<file path="src/rtl/riscvlong_vec_mem_unit_pkg.sv">
// Shared definitions for the vector memory unit: FSM state encodings,
// vc memory message layouts and the load/store coding of the type field.
package riscvlong_vec_mem_unit_pkg;

  // FSM state encodings
  localparam int unsigned STATE_SZ = 2;
  localparam logic [STATE_SZ-1:0] STATE_IDLE = 2'd0;
  localparam logic [STATE_SZ-1:0] STATE_BUSY = 2'd1;
  localparam logic [STATE_SZ-1:0] STATE_DONE = 2'd2;

  // vc memory message field widths
  localparam int unsigned MEM_TYPE_SZ = 1;
  localparam int unsigned MEM_ADDR_SZ = 32;
  localparam int unsigned MEM_LEN_SZ  = 2;
  localparam int unsigned MEM_DATA_SZ = 32;

  // Request message is {type, addr, len, data}, type in the MSB
  localparam int unsigned MEMREQ_MSG_SZ   = MEM_TYPE_SZ + MEM_ADDR_SZ + MEM_LEN_SZ + MEM_DATA_SZ;
  localparam int unsigned MEMREQ_DATA_LSB = 0;
  localparam int unsigned MEMREQ_LEN_LSB  = MEMREQ_DATA_LSB + MEM_DATA_SZ;
  localparam int unsigned MEMREQ_ADDR_LSB = MEMREQ_LEN_LSB + MEM_LEN_SZ;
  localparam int unsigned MEMREQ_TYPE_BIT = MEMREQ_ADDR_LSB + MEM_ADDR_SZ;

  // Response message is {type, len, data}, type in the MSB
  localparam int unsigned MEMRESP_MSG_SZ   = MEM_TYPE_SZ + MEM_LEN_SZ + MEM_DATA_SZ;
  localparam int unsigned MEMRESP_DATA_LSB = 0;
  localparam int unsigned MEMRESP_LEN_LSB  = MEMRESP_DATA_LSB + MEM_DATA_SZ;
  localparam int unsigned MEMRESP_TYPE_BIT = MEMRESP_LEN_LSB + MEM_LEN_SZ;

  // Type field coding, shared by the command rw bit
  localparam logic RW_LOAD  = 1'b0;
  localparam logic RW_STORE = 1'b1;

  typedef struct packed {
    logic                   rw;
    logic [MEM_ADDR_SZ-1:0] addr;
    logic [MEM_LEN_SZ-1:0]  len;
    logic [MEM_DATA_SZ-1:0] data;
  } mem_req_t;

  typedef struct packed {
    logic                   rw;
    logic [MEM_LEN_SZ-1:0]  len;
    logic [MEM_DATA_SZ-1:0] data;
  } mem_resp_t;

  // Pack request fields into the flat vc request message
  function automatic logic [MEMREQ_MSG_SZ-1:0] mem_req_msg_to_bits(
    input logic                   rw,
    input logic [MEM_ADDR_SZ-1:0] addr,
    input logic [MEM_LEN_SZ-1:0]  len,
    input logic [MEM_DATA_SZ-1:0] data
  );
    mem_req_t req;
    req.rw   = rw;
    req.addr = addr;
    req.len  = len;
    req.data = data;
    return req;
  endfunction

endpackage

</file>
<file path="src/rtl/riscvlong_vec_mem_unit_lane.sv">
// One lane of the vector memory unit: computes the lane address, issues a
// single request when enabled, and captures the first matching response.
module riscvlong_vec_mem_lane
  import riscvlong_vec_mem_unit_pkg::*;
#(
  parameter int unsigned LANE_IDX = 0,
  parameter int unsigned ADDR_SZ  = 32,
  parameter int unsigned DATA_SZ  = 32
)(
  input  logic                      clk,
  input  logic                      reset,
  input  logic                      clear,
  input  logic                      busy,
  input  logic                      rw,
  input  logic [MEM_LEN_SZ-1:0]     len,
  input  logic [ADDR_SZ-1:0]        base,
  input  logic [ADDR_SZ-1:0]        stride,
  input  logic                      mask,
  input  logic [DATA_SZ-1:0]        wdata,
  output logic [MEMREQ_MSG_SZ-1:0]  memreq_msg,
  output logic                      memreq_val,
  input  logic                      memreq_rdy,
  input  logic [MEMRESP_MSG_SZ-1:0] memresp_msg,
  input  logic                      memresp_val,
  output logic                      got,
  output logic                      capture,
  output logic [DATA_SZ-1:0]        data
);

  logic               issued_r;
  logic               got_r;
  logic [DATA_SZ-1:0] data_r;
  logic [ADDR_SZ-1:0] addr;
  logic [DATA_SZ-1:0] req_data;
  mem_resp_t          resp;
  logic               unused_resp_bits;

  // Lane address wraps modulo 2^ADDR_SZ, so negative strides just work
  assign addr     = base + stride * ADDR_SZ'(LANE_IDX);
  assign req_data = (rw == RW_STORE) ? wdata : '0;

  // Request fields come only from latched command state, so the message is
  // stable for as long as the request is stalled
  assign memreq_msg = mem_req_msg_to_bits(rw, addr, len, req_data);
  assign memreq_val = busy & mask & ~issued_r;

  // Only the first response to an outstanding request is taken
  assign resp    = memresp_msg;
  assign capture = memresp_val & issued_r & ~got_r;

  // Type and length of a response carry no information we need here
  assign unused_resp_bits = ^{resp.rw, resp.len};

  assign got  = got_r;
  assign data = data_r;

  // Per-lane progress and load data, wiped whenever a new command starts
  always_ff @(posedge clk) begin
    if (reset || clear) begin
      issued_r <= 1'b0;
      got_r    <= 1'b0;
      data_r   <= '0;
    end else begin
      if (memreq_val && memreq_rdy) begin
        issued_r <= 1'b1;
      end
      if (capture) begin
        got_r <= 1'b1;
        if (rw == RW_LOAD) begin
          data_r <= resp.data;
        end
      end
    end
  end

endmodule

</file>
<file path="src/rtl/riscvlong_vec_mem_unit.sv">
// Vector memory access unit: takes one strided, masked gather/scatter
// command at a time, fans it out over NUM_LANES memory ports and returns
// the collected load data as one packed response.
module riscvlong_vec_mem_unit
  import riscvlong_vec_mem_unit_pkg::*;
#(
  parameter int unsigned NUM_LANES = 4,
  parameter int unsigned ADDR_SZ   = 32,
  parameter int unsigned DATA_SZ   = 32
)(
  input  logic                                clk,
  input  logic                                reset,
  input  logic                                cmd_val,
  output logic                                cmd_rdy,
  input  logic                                cmd_rw,
  input  logic [MEM_LEN_SZ-1:0]               cmd_len,
  input  logic [ADDR_SZ-1:0]                  cmd_base,
  input  logic [ADDR_SZ-1:0]                  cmd_stride,
  input  logic [NUM_LANES-1:0]                cmd_mask,
  input  logic [NUM_LANES*DATA_SZ-1:0]        cmd_wdata,
  output logic                                resp_val,
  input  logic                                resp_rdy,
  output logic [NUM_LANES*DATA_SZ-1:0]        resp_data,
  output logic [NUM_LANES*MEMREQ_MSG_SZ-1:0]  memreq_msg,
  output logic [NUM_LANES-1:0]                memreq_val,
  input  logic [NUM_LANES-1:0]                memreq_rdy,
  input  logic [NUM_LANES*MEMRESP_MSG_SZ-1:0] memresp_msg,
  input  logic [NUM_LANES-1:0]                memresp_val
);

  logic [STATE_SZ-1:0]          state_r;
  logic [STATE_SZ-1:0]          state_next;

  logic                         rw_r;
  logic [MEM_LEN_SZ-1:0]        len_r;
  logic [ADDR_SZ-1:0]           base_r;
  logic [ADDR_SZ-1:0]           stride_r;
  logic [NUM_LANES-1:0]         mask_r;
  logic [NUM_LANES*DATA_SZ-1:0] wdata_r;

  logic                         cmd_go;
  logic                         busy;
  logic                         lanes_done;
  logic [NUM_LANES-1:0]         got;
  logic [NUM_LANES-1:0]         capture;

  assign cmd_rdy  = (state_r == STATE_IDLE);
  assign resp_val = (state_r == STATE_DONE);
  assign busy     = (state_r == STATE_BUSY);
  assign cmd_go   = cmd_val & cmd_rdy;

  // Done once every enabled lane has its response, counting this cycle's
  assign lanes_done = ((got | capture) & mask_r) == mask_r;

  // Next-state logic: one command in flight, no accept while retiring
  always_comb begin
    state_next = state_r;
    case (state_r)
      STATE_IDLE: if (cmd_val) state_next = (cmd_mask == '0) ? STATE_DONE : STATE_BUSY;
      STATE_BUSY: if (lanes_done) state_next = STATE_DONE;
      STATE_DONE: if (resp_rdy) state_next = STATE_IDLE;
      default:    state_next = STATE_IDLE;
    endcase
  end

  // State register
  always_ff @(posedge clk) begin
    if (reset) begin
      state_r <= STATE_IDLE;
    end else begin
      state_r <= state_next;
    end
  end

  // Command latch, held for the whole life of the command
  always_ff @(posedge clk) begin
    if (reset) begin
      rw_r     <= RW_LOAD;
      len_r    <= '0;
      base_r   <= '0;
      stride_r <= '0;
      mask_r   <= '0;
      wdata_r  <= '0;
    end else if (cmd_go) begin
      rw_r     <= cmd_rw;
      len_r    <= cmd_len;
      base_r   <= cmd_base;
      stride_r <= cmd_stride;
      mask_r   <= cmd_mask;
      wdata_r  <= cmd_wdata;
    end
  end

  for (genvar i = 0; i < NUM_LANES; i++) begin : g_lane
    riscvlong_vec_mem_lane #(
      .LANE_IDX (i),
      .ADDR_SZ  (ADDR_SZ),
      .DATA_SZ  (DATA_SZ)
    ) u_lane (
      .clk         (clk),
      .reset       (reset),
      .clear       (cmd_go),
      .busy        (busy),
      .rw          (rw_r),
      .len         (len_r),
      .base        (base_r),
      .stride      (stride_r),
      .mask        (mask_r[i]),
      .wdata       (wdata_r[i*DATA_SZ +: DATA_SZ]),
      .memreq_msg  (memreq_msg[i*MEMREQ_MSG_SZ +: MEMREQ_MSG_SZ]),
      .memreq_val  (memreq_val[i]),
      .memreq_rdy  (memreq_rdy[i]),
      .memresp_msg (memresp_msg[i*MEMRESP_MSG_SZ +: MEMRESP_MSG_SZ]),
      .memresp_val (memresp_val[i]),
      .got         (got[i]),
      .capture     (capture[i]),
      .data        (resp_data[i*DATA_SZ +: DATA_SZ])
    );
  end

endmodule

</file>
<file path="config.mk">
export PLATFORM = sky130hd
export DESIGN_NAME = riscvlong_vec_mem_unit
export DESIGN_NICKNAME = d
export VERILOG_FILES = /design/src/rtl/riscvlong_vec_mem_unit_pkg.sv /design/src/rtl/riscvlong_vec_mem_unit_lane.sv /design/src/rtl/riscvlong_vec_mem_unit.sv
export SDC_FILE = /design/constraint.sdc
export NUM_CORES = 1
export LEC_CHECK = 0
export ABC_AREA = 1
export BUFFER_PORTS_ARGS = -buffer_cell sky130_fd_sc_hd__buf_2
export CAP_MARGIN = 20
export CORE_AREA = 2 2 291 293
export CTS_BUF_LIST = sky130_fd_sc_hd__clkbuf_2 sky130_fd_sc_hd__clkbuf_4 sky130_fd_sc_hd__clkbuf_8
export DETAILED_ROUTE_END_ITERATION = 10
export DIE_AREA = 0 0 293 295
export GPL_TIMING_DRIVEN = 0
export PLACE_DENSITY = 0.49
export SYNTH_ARGS = -nofsm -noshare
export SYNTH_HDL_FRONTEND = slang
export SYNTH_SLANG_ARGS = --single-unit
</file>
<file path="constraint.sdc">
create_clock -name clk -period 2.8 [get_ports clk]
set_clock_uncertainty 0.1 [all_clocks]
set_input_delay 0.28 -clock clk [delete_from_list [all_inputs] [get_ports clk]]
set_output_delay 0.28 -clock clk [all_outputs]
set_load 0.02 [all_outputs]
</file>
Yosys cells after proc, flatten, opt, wreduce, memory -nomap -nowiden:

Index checks and enable logic that the tools add are counted.

* add/sub/neg operators: 3
* multipliers: 1
* equal/unequal tests: 6
* muxes and demuxes: 9
* bitwise logic cells: 28
* reductions and logical operators: 12

Operator list (count)
* 2-to-1 mux 32 bit: 4
* adder 32 bit: 3
* multiplier 32 x 2 -> 32 bit, second input constant: 1
* AND 1 bit: 17
* NOT 1 bit: 9
* 2-to-1 mux 2 bit: 4
* AND reduction 2 bit: 4
* one-hot mux 2 bit (3 select lines): 1
* AND 4 bit: 1
* == test 4 bit: 1
* logical AND 1 bit: 4
* logical NOT 4 bit: 1
* inequality test 2 bit, second input constant: 2
* OR 4 bit: 1
* AND reduction 3 bit: 1
* == test 2 x 1 -> 1 bit, second input constant: 1
* == test 2 bit, second input constant: 1
* logical NOT 2 bit: 1
* inequality test 2 x 1 -> 1 bit, second input constant: 1
* logical OR 1 bit: 1

* register bits after elaboration: 337
* output and inout bits: 402
* word-level logic and storage cells: 78

Longest topological paths before layout:

Gate-level depths: netlist of run 1.

* depth in word-level cells: 7
* depth in mapped cells: 15
* depth with buffers taken out: 15

Modules after synthesis:

Synthesis of run 1 repeated with hierarchy kept, for this count alone.

* cells, all modules: 3350
* area, all modules: 21094.0 µm²

Modules (own cells, without submodules)
* riscvlong_vec_mem_unit: instances 1, cells each 898, area an instance 7105.6 µm², sequential area each 4023.9 µm²
* riscvlong_vec_mem_lane (g_lane[3].u_lane): instances 1, cells each 724, area an instance 4365.4 µm², sequential area each 680.7 µm²
* riscvlong_vec_mem_lane (g_lane[1].u_lane): instances 1, cells each 717, area an instance 3833.7 µm², sequential area each 680.7 µm²
* riscvlong_vec_mem_lane (g_lane[2].u_lane): instances 1, cells each 687, area an instance 3752.3 µm², sequential area each 680.7 µm²
* riscvlong_vec_mem_lane (g_lane[0].u_lane): instances 1, cells each 324, area an instance 2037.0 µm², sequential area each 680.7 µm²

Least setup slack after synthesis of run 1:

No wires, ideal clock.

* kind: register -> output
* start: reg base_r[1]
* end: out memreq_msg[248]
* data arrival time: 2.679 ns
* data required time: 2.420 ns
* slack: -0.259 ns
* cell stages (with the launch flop): 13
* path through: dfxtp_1 inv_1 fa_1 inv_1 ha_1 fa_1 nand3_1 nand3_1 nand2_1 nand2_1 nand2_1 nand2_1 xor2_1

* cells in the longest elaborated chain, start to end: 1

RTL lines
* from (decl): RTL line riscvlong_vec_mem_unit.sv:36 `logic [ADDR_SZ-1:0] base_r;`
* from (signal assigned): RTL line riscvlong_vec_mem_unit.sv:87 `base_r <= cmd_base;`
* adder 32 bit: RTL line riscvlong_vec_mem_unit_lane.sv:39 `assign addr = base + stride * ADDR_SZ'(LANE_IDX);`
* to (decl): RTL line riscvlong_vec_mem_unit.sv:24 `output logic [NUM_LANES*MEMREQ_MSG_SZ-1:0] memreq_msg,`

No other way between the ends.

Worst setup path in the final report of run 1:

* start: reg stride_r[1]
* end: out memreq_msg[260]

* cells in the longest elaborated chain, start to end: 2

RTL lines
* from (decl): RTL line riscvlong_vec_mem_unit.sv:37 `logic [ADDR_SZ-1:0] stride_r;`
* from (signal assigned): RTL line riscvlong_vec_mem_unit.sv:88 `stride_r <= cmd_stride;`
* multiplier 32 x 2 -> 32 bit: RTL line riscvlong_vec_mem_unit_lane.sv:39
* adder 32 bit: RTL line riscvlong_vec_mem_unit_lane.sv:39

No other way between the ends.

==> results.md, run 1 <==
- Outcome: finished, violations left
- Violated checks: setup timing
- Leakage: 19.22 nW
- R2r startpoint: rw_r
- Final hold viol count: 0
- Clock power frac: 0.223
- Post-route minimum period: between 3 and 4 ns
- Highest clock rate: 0.2876 GHz
- Seq/Total Area, Yosys: 0.3323
- Met2 Wirelength: 55.17 mm
- Post-synth net total: 3714
- CP startpoint: stride_r[1]
- HP Start: cmd_base[1]
- Setup Crit Path Kind: reg -> out
- CP Max Fanout: 4
- Post-Syn Instances: 3239
- Layout area overhead: 72.48%
- Yosys Warn Count: 0
- Commonest non-fill, non-tap cell in the layout: buf_2
- First-pass GRT wire length: between 150 and 200 mm
- Setup TNS: -24.30 ns
- Vias in the first global route: 24600
- Synthesized flop and latch total: 337
- Initial core utilization: 0.2441
- Dpl hpwl: 87.15 mm
- Clk slew on worst S/H paths: 0.05 ns
- TritonCTS clock tree: done
- H-tree Lvls: 3
- # rows: 106
- Root Buffer: clkbuf_8
- Core area: 83160 sq um
- Final Net Count: between 4000 and 5000
- Post-layout util: 0.4210
- Switching Power: ~11 mW
- Slew Limit Fails: 0
- Worst-path cell chain: inv_4 -> fa_1 -> inv_2 -> ha_4 -> fa_2 -> nand3_2 -> nand3_2 -> nand2_2 -> nand2_4 -> buf_4 -> nand3_4 -> nand3_2 -> nand2_2 -> nand2_2 -> buf_6
- Sw frac: 0.4395
- Gpl congestion: ~0.94
- Die H: 295 um
- Worst-skew pair later-pin latency: 0.71 ns
- Gate power share: 0.531
- Share of cells above drive strength 1: 0.3590
- Placement Cell Area: 25380 sq um
- Unrepaired setup endpoints after global routing: yes
- Worst hold slack: 0.03227 ns
- Vias post-DR: 25560
- Met3 wire length: 7.789 mm
- Finished layout cell area: 35010 sq um
- Combined area of the multi-input logic cells: ~14000 sq um
- Worst Slack Setup Final: -0.6765 ns
- Iteration-0 DRC Markers: 1397
- Highest routed layer: met5
- DRC violations left: 0
- Clock buffer depth: 3
- Crit path DAT: between 3 and 4 ns
- CP peak stage delay: about 0.55 ns
- Vias per cell: 4.533
- ANT nets after route: 0
- Routed len/inst: ~20 um
- Global-route usage over all layers: 0.2484
- Max IR drop VDD: 0.0005415 V
- Internal: approximately 14 mW
- Total CTS buffers: 68
- Worst slew margin: 0.2898
- Largest net degree at the start of global routing: 14
- Die area: about 86000 sq um
- M1 WL: 45.93 mm
- Worst EP required: approximately 2.4 ns
- Placement Setup Slack: -0.6711 ns
- Residual overflow from global routing: 0
- Number of distinct library cells after synthesis: 31
- Register area: 6953 sq um
- HP Class: in -> reg
- Power density cells: 711.9 nW/um^2
- Initial antenna violation count: 16
- Fillers: 8676
- CTS Sinks: 337
- First-pass iteration count of the detailed router: 5
- Mapped Area: 20300 sq um
- Sequential power share: 0.245
- Worst slew pin tran: 1.065 ns
- Routed wire length: 113.7 mm
- Die X: a little under 300 um
- Number of port buffers: 740
- CP max-delay cell: fa_1
- CP endpoint kind: output port
- Maxcap violations: 0
- Worst setup SP type: register
- # setup viols final: 82
- Commonest cells after routing, fill and taps aside: 717 x buf_2, 666 x nor2_1, 653 x nand2_1
- # IOs: 753
- Syn avg cell area: 6.267 sq um
- Fin crit share: 1.242
through the flow:
step	cells	power, mW
4_1_cts	5598	24.04
5_1_grt	5633	26.24
3_3_place_gp	5059	15.23
3_5_place_dp	5059	15.21
2_1_floorplan	3239	11.54
6_report	5639	24.92
layout make-up:
| class | instances | share of cell area |
|---|---|---|
| Antenna cell | 10 | 0.0007147 |
| Buffer | 133 | 0.02241 |
| Clock buffer | 110 | 0.03788 |
| Clock inverter | 11 | 0.003860 |
| Inverter | 477 | 0.05185 |
| Multi-Input combinational cell | 2292 | 0.3995 |
| Sequential cell | 337 | 0.1986 |
| Tap cell | 1080 | 0.03860 |
| Timing Repair Buffer | 1189 | 0.2466 |
cell families after synthesis:
logic type	share of synthesized area
adder cells (fa/ha/maj)	0.08863
AND/OR/NAND/NOR	0.3291
AO/OA/AOI/OAI	0.1031
XOR/XNOR	0.02114
flip-flops	0.3323
buffers and inverters	0.1257
synthesized netlist by cell type:
cell type  number  share of area
and3_1          1        0.00031
nor3_4          4         0.0032
buf_6          14         0.0078
buf_1           2        0.00037
a21o_1          3         0.0011
clkbuf_1       31         0.0057
nand3_2         1        0.00049
nand2_4         1        0.00055
nand3b_1        1        0.00037
o31ai_1         1        0.00037
nand2_1       867           0.16
o21ai_1         2        0.00049
buf_4          20         0.0074
fa_1           33          0.033
a21oi_1       104          0.026
ha_1           91          0.056
nand3_1        82          0.020
or2_1           1        0.00031
nor3_1         17         0.0042
nor2_8          2         0.0020
buf_2          66          0.016
inv_2           4        0.00074
inv_1         473          0.087
xor2_1         44          0.019
o21ai_0       297          0.073
dfxtp_1       337           0.33
o21bai_1        6         0.0022
nand2_2         4         0.0012
nor2_1        710           0.13
xnor2_1         5         0.0022
nand4_1        15         0.0046
metal layers:
metal  up-vias  global-route usage
li1      12390                   -
met1     12010              0.2981
met2       941              0.4321
met3       211             0.05676
met4        10             0.09206
met5         -                   0
sequential cells by signal, summed over array words and instances, names as in the netlist:
register,count
g_lane.u_lane.issued_r,4
mask_r,4
wdata_r,128
state_r,2
len_r,2
g_lane.u_lane.got,4
g_lane.u_lane.data,128
rw_r,1
stride_r,32
base_r,32
critical path, delay by kind of cell, from the launching register on:
kind	cells	cell delay [ns]
AND/OR/NAND/NOR	8	0.60
adder cells (fa/ha/maj)	3	1.14
flip-flops	1	0.35
buffers and inverters	4	0.37
power by group through the flow:
stage          Clock, mW  Combinational, mW  Sequential [mW]
2_1_floorplan          0               5.62             5.92
3_3_place_gp           0               9.02             6.21
3_5_place_dp           0               9.01             6.20
4_1_cts             5.69               12.2             6.11
5_1_grt             5.90               14.2             6.15
6_report            5.57               13.2             6.11
final timing paths:
path / end / slack [ns] / cells after the start
max: memreq_msg[260] / -0.68 / 15
min: base_r[1] / 0.03 / 3
max reg2reg: g_lane[2].u_lane.data[0] / 0.45 / 7
min reg2reg: g_lane[0].u_lane.data[31] / 0.36 / 2
timing repair:
item / 4_1_cts / 5_1_grt
resized for setup: 704 / 304
hold buffers: 342 / 0
setup endpoints to repair: 209 / 89
setup buffers: 76 / 43
cloned: 0 / 0
endpoints found under the hold margin: 336 / 0
pin swaps: 122 / 163
No activity file was read; power rests on OpenSTA's default activity.
==> inputs of run 2 (changes only) <==
==> constraint.sdc (replaced) <==
create_clock -name clk -period 2.8 [get_ports clk]
set_clock_uncertainty 0.1 [all_clocks]
set_input_delay 0.28 -clock clk [delete_from_list [all_inputs] [get_ports clk]]
set_output_delay 0.28 -clock clk [all_outputs]
set_load 0.005 [all_outputs]
==> run 2 against run 1 <==
  * Routed wire length increased by 1.7%
  * Core utilization decreased by 0.33 points
  * Worst hold slack improved by 0.14 ns
  * The flow still finishes with violations (setup timing)
  * Non-clock buffer count increased by 25
  * Clock power decreased by 2%
  * Global-route usage increased by 0.68 points
  * Via count decreased by 0.11%
  * Flip-flop and latch count unchanged
==> results.md, run 2 (synthesis results as in run 1) <==
- Outcome: finished, violations left
- Violated checks: setup timing
- Worst-path cell chain: inv_4 -> fa_1 -> inv_2 -> ha_4 -> fa_2 -> buf_6 -> nand2_4 -> nand3_4 -> nand2_2 -> nand2_4 -> buf_12 -> xor2_2 -> buf_2
- Worst EP required: 2.42 ns
- Die H: 295 um
- Global-route usage over all layers: 0.2552
- Unrepaired setup endpoints after global routing: yes
- R2r startpoint: rw_r
- CTS Sinks: 337
- Initial core utilization: 0.2441
- Slew Limit Fails: 0
- Residual overflow from global routing: 0
- Initial antenna violation count: 16
- TritonCTS clock tree: done
- Leakage: 19.27 nW
- First-pass GRT wire length: about 160 mm
- Finished layout cell area: 34740 sq um
- Worst hold slack: 0.1733 ns
- Worst Hold Depth: 4
- Final hold viol count: 0
- Register area: between 6000 and 7000 sq um
- Highest clock rate: 0.2867 GHz
- FF-to-FF setup slack: between 0.7 and 0.8 ns
- Largest net degree at the start of global routing: 11
- Crit path DAT: 3.11 ns
- ANT nets after route: 0
- Power density cells: 663.7 nW/um^2
- Worst slew margin: 0.4219
- Reg2reg end: g_lane[3].u_lane.data[16]
- Vias per cell: 4.512
- Post-route insts no fill: 5659
- HP Class: in -> reg
- Total CTS buffers: 68
- Maxcap violations: 0
- Dpl cells: around 5100
- Worst-skew pair later-pin latency: between 0.6 and 0.7 ns
- # IOs: 753
- Commonest non-fill, non-tap cell in the layout: buf_2
- Final Net Count: 4998
- Top delay family on crit path: adder cells
- Worst Slack Setup Final: -0.6879 ns
- Worst slew pin tran: 0.8672 ns
- Iteration-0 DRC Markers: 1583
- Gpl congestion: between 0.9 and 1
- Vias in the first global route: between 20000 and 25000
- Routed wire length: 115.7 mm
- Core area: 83160 sq um
- CP max-delay cell: fa_1
- CP Max Fanout: 3
- FF-to-FF path depth: 5
- Buf/Inv on CP: 5
- Combined area of the multi-input logic cells: 13930 sq um
- Dpl hpwl: 89.10 mm
- Share of cells above drive strength 1: 0.3607
- CP most frequent cell: nand2_4
- Number of port buffers: 740
- H-tree Lvls: 3
- Worst setup SP type: register
- Die area: 86440 sq um
- Root Buffer: clkbuf_8
- Routed len/inst: 20.44 um
- Layout area overhead: 71.12%
- Fin crit share: 1.246
- CP peak stage delay: around 0.55 ns
- HP Start: reset
- First-pass iteration count of the detailed router: 6
- Placement Cell Area: 25350 sq um
- CP endpoint kind: output port
- Die X: 293 um
- Total Power: 23.05 mW
- Commonest cells after routing, fill and taps aside: 794 x buf_2, 667 x nor2_1, 662 x nand2_1
- Clk slew on worst S/H paths: 0.05 ns
- Max IR drop VDD: 0.0003652 V
- # setup viols final: 86
- Post-layout util: 0.4177
- # rows: 106
- Vias post-DR: 25530
- DRC violations left: 0
- Hold Path Sink: g_lane[1].u_lane.issued_r
- Fillers: 8765
- Setup Crit Path Kind: reg -> out
- Post-route minimum period: 3.488 ns
- Clock buffer depth: 3
run 2: cell types whose count changed in the layout (fill, tap and decap cells not counted), sizes merged:
cell,change
clkinv,+4
inv,-3
dlygate4sd3,-4
clkbuf,-3
buf,+27
bufinv,+1
clkinvlp,+1
diode,-3
run 2: metal layers:
layer,global-route usage,share of wire
met1,0.3113,0.41
met2,0.4453,0.48
met3,0.04924,0.066
met4,0.09281,0.042
met5,0,0.00035
run 2: metrics by stage:
| stage | setup slack (ns) | setup TNS, ns |
|---|---|---|
| finish | -0.6879 | -24.35 |
| global route | -0.7901 | -36.52 |
| CTS | -0.6559 | -28.95 |
| detailed placement | -0.7182 | -9.624 |
| global placement | -0.6940 | -9.705 |
| floorplan | 0.02559 | 0 |
run 2: report_power, final:
part	leakage, nW	total (mW)	internal [mW]	switching (mW)
Combinational	15.7	11.5	5.04	6.46
Clock	0.752	5.45	3.02	2.43
Sequential	2.80	6.11	5.41	0.704
run 2: worst max-delay path by stage:
stage / from / to / slack, ns / depth (start not counted)
after floorplan: stride_r[1] / memreq_msg[264] / 0.03 / 15
after global placement: stride_r[1] / memreq_msg[264] / -0.69 / 16
after detailed placement: stride_r[1] / memreq_msg[264] / -0.72 / 16
after CTS: stride_r[0] / memreq_msg[264] / -0.66 / 16
after global routing: stride_r[1] / memreq_msg[264] / -0.79 / 16
final: stride_r[1] / memreq_msg[250] / -0.69 / 13
run 2: worst register-to-register path, delay by kind of cell, from the launching register on:
| kind | cells | cell delay (ns) |
|---|---|---|
| AOI/OAI and AO/OA | 1 | 0.15 |
| buffers and inverters | 2 | 0.84 |
| DFF | 1 | 0.38 |
| and+or+nand+nor | 2 | 0.49 |
run 2: cell type report:
| cell class | count | area share |
|---|---|---|
| Timing Repair Buffer | 1214 | 0.2441 |
| Clock inverter | 14 | 0.003926 |
| Buffer | 133 | 0.02230 |
| Sequential cell | 337 | 0.2002 |
| Antenna cell | 7 | 0.0005043 |
| Tap cell | 1080 | 0.03890 |
| Inverter | 477 | 0.05219 |
| Multi-Input combinational cell | 2292 | 0.4011 |
| Clock buffer | 105 | 0.03674 |
run 2: repair_timing:
action / 4_1_cts / 5_1_grt
setup buffers: 89 / 66
hold buffers: 338 / 0
endpoints found under the setup margin: 208 / 91
pin swaps: 166 / 163
resized for setup: 625 / 247
cloned: 0 / 0
hold endpoints to repair: 337 / 0
==> inputs of run 3 (changes only) <==
==> constraint.sdc (replaced) <==
create_clock -name clk -period 2.8 [get_ports clk]
set_clock_uncertainty 0.1 [all_clocks]
set_input_delay 0.84 -clock clk [delete_from_list [all_inputs] [get_ports clk]]
set_output_delay 0.84 -clock clk [all_outputs]
set_load 0.005 [all_outputs]
==> run 3 against run 2 <==
  * The run still ends with setup timing left
  * Worst setup slack got worse by 0.40 ns
  * Worst hold slack improved by 0.11 ns
  * Total power increased by 1.6%
  * Maximum frequency decreased by 10%
  * Sequential share of layout area increased by 1.6 points
  * Count of clock-buffer cells in the layout increased by 8
  * Clock power increased by 7.5%
==> results.md, run 3 (synthesis results as in run 1) <==
- Initial antenna violation count: 30
- Fin crit share: 1.389
- Die area: 86440 sq um
- CP endpoint kind: output port
- Dpl cells: about 5000
- Routed len/inst: around 21 um
- Clk slew on worst S/H paths: 0.06 ns
- Routed wire length: about 110 mm
- H-tree Lvls: 3
- Crit path DAT: between 2 and 3 ns
- Fillers: 9022
- Commonest cells after routing, fill and taps aside: 761 x buf_2, 665 x nor2_1, 626 x nand2_1
- # rows: 106
- Post-route minimum period: ~3.9 ns
- Total CTS buffers: 68
- Placement Cell Area: 25540 sq um
- Max IR drop VDD: 0.0003387 V
- Iteration-0 DRC Markers: 1469
- Number of port buffers: 740
- Hold-fix buffers, CTS: 0
- Worst slew pin tran: 0.8785 ns
- Post-route insts no fill: 5335
- Largest net degree at the start of global routing: 14
- Worst hold slack: ~0.28 ns
- # setup viols final: 157
- Final Net Count: ~4700
- Die H: 295 um
- Unrepaired setup endpoints after global routing: yes
- Initial core utilization: 0.2441
- Share of cells above drive strength 1: 0.4110
- Core area: approximately 83000 sq um
- Final hold viol count: 0
- First-pass iteration count of the detailed router: 5
- Post-layout util: 0.3868
- Vias post-DR: 24100
- Violated checks: setup timing
- TritonCTS clock tree: done
- Outcome: finished, violations left
- Maxcap violations: 0
- Worst slew margin: 0.4144
- Clock buffer depth: 3
- Placement Setup Slack: -0.8816 ns
- CP Max Fanout: 4
- Power density cells: 728.1 nW/um^2
- HP Class: in -> reg
- CTS Sinks: 337
- Gpl congestion: 0.9805
- Dpl hpwl: a little over 90 mm
- Commonest non-fill, non-tap cell in the layout: buf_2
- Worst-skew pair later-pin latency: approximately 0.7 ns
- Slew Limit Fails: 0
- Worst setup SP type: register
- Leakage: 18.06 nW
- Combined area of the multi-input logic cells: between 10000 and 15000 sq um
- Vias per cell: 4.517
- Highest clock rate: between 0.2 and 0.3 GHz
- # IOs: 753
- Worst Slack Setup Final: -1.090 ns
- Layout area overhead: 58.45%
- DRC violations left: 0
- Setup Crit Path Kind: reg -> out
- First-pass GRT wire length: approximately 160 mm
- Total Power: 23.42 mW
- Setup TNS: -67.98 ns
- Vias in the first global route: 22550
- ANT nets after route: 0
- Register area: 6965 sq um
- Root Buffer: clkbuf_8
- Finished layout cell area: approximately 32000 sq um
- Worst EP required: 1.86 ns
- Die X: 293 um
- Residual overflow from global routing: 0
- Global-route usage over all layers: 0.2495
[run 3: routing by layer]
layer	vias to the layer above	track usage	wire length [um]
met5	-	0	128
met4	24	0.08430	4179
met3	183	0.06503	8323
met2	790	0.4334	56230
met1	11300	0.2981	45310
li1	11800	-	-
[run 3: critical path: stages (launching register included)]
cell,delay [ns]
dfxtp_4,0.36
inv_4,0.04
fa_1,0.51
inv_2,0.05
ha_4,0.17
fa_2,0.36
nand3_2,0.07
nand3_2,0.07
nand2_2,0.09
nand2_4,0.07
nand2_2,0.09
nand2_4,0.07
nand2_2,0.08
nand2_1,0.05
nand2_1,0.06
nand2_1,0.05
buf_2,0.12
[run 3: final cells by class]
| cell class | count | share of cell area |
|---|---|---|
| flip-flops and latches | 337 | 0.2166 |
| plain buffers | 133 | 0.02828 |
| clock inverters | 8 | 0.004590 |
| diodes | 12 | 0.0009336 |
| well taps | 1080 | 0.04201 |
| repair buffers | 883 | 0.1693 |
| multi-input cells | 2292 | 0.4384 |
| clock buffers | 113 | 0.04388 |
| inverters | 477 | 0.05605 |
[run 3: final timing paths]
| path | from | endpoint | slack, ns | cells after the start |
|---|---|---|---|---|
| max | stride_r[0] | memreq_msg[264] | -1.09 | 16 |
| min | memresp_msg[85] | g_lane[2].u_lane.data[15] | 0.28 | 3 |
| min reg2reg | g_lane[3].u_lane.data[27] | g_lane[3].u_lane.data[27] | 0.36 | 2 |
| max reg2reg | rw_r | g_lane[2].u_lane.data[6] | 0.52 | 8 |
[run 3: where the power goes]
group	total, mW	switching [mW]	internal [mW]	leakage (nW)
clock	5.86	2.52	3.34	0.822
sequential	6.07	0.664	5.41	2.80
combinational	11.5	6.50	4.99	14.4
total	23.4	9.68	13.7	18.1
[run 3: what timing repair did]
item,4_1_cts,5_1_grt
setup endpoints to repair,224,202
gates resized for setup,576,389
pin swaps,100,148
buffers inserted,73,65
gates cloned,9,0
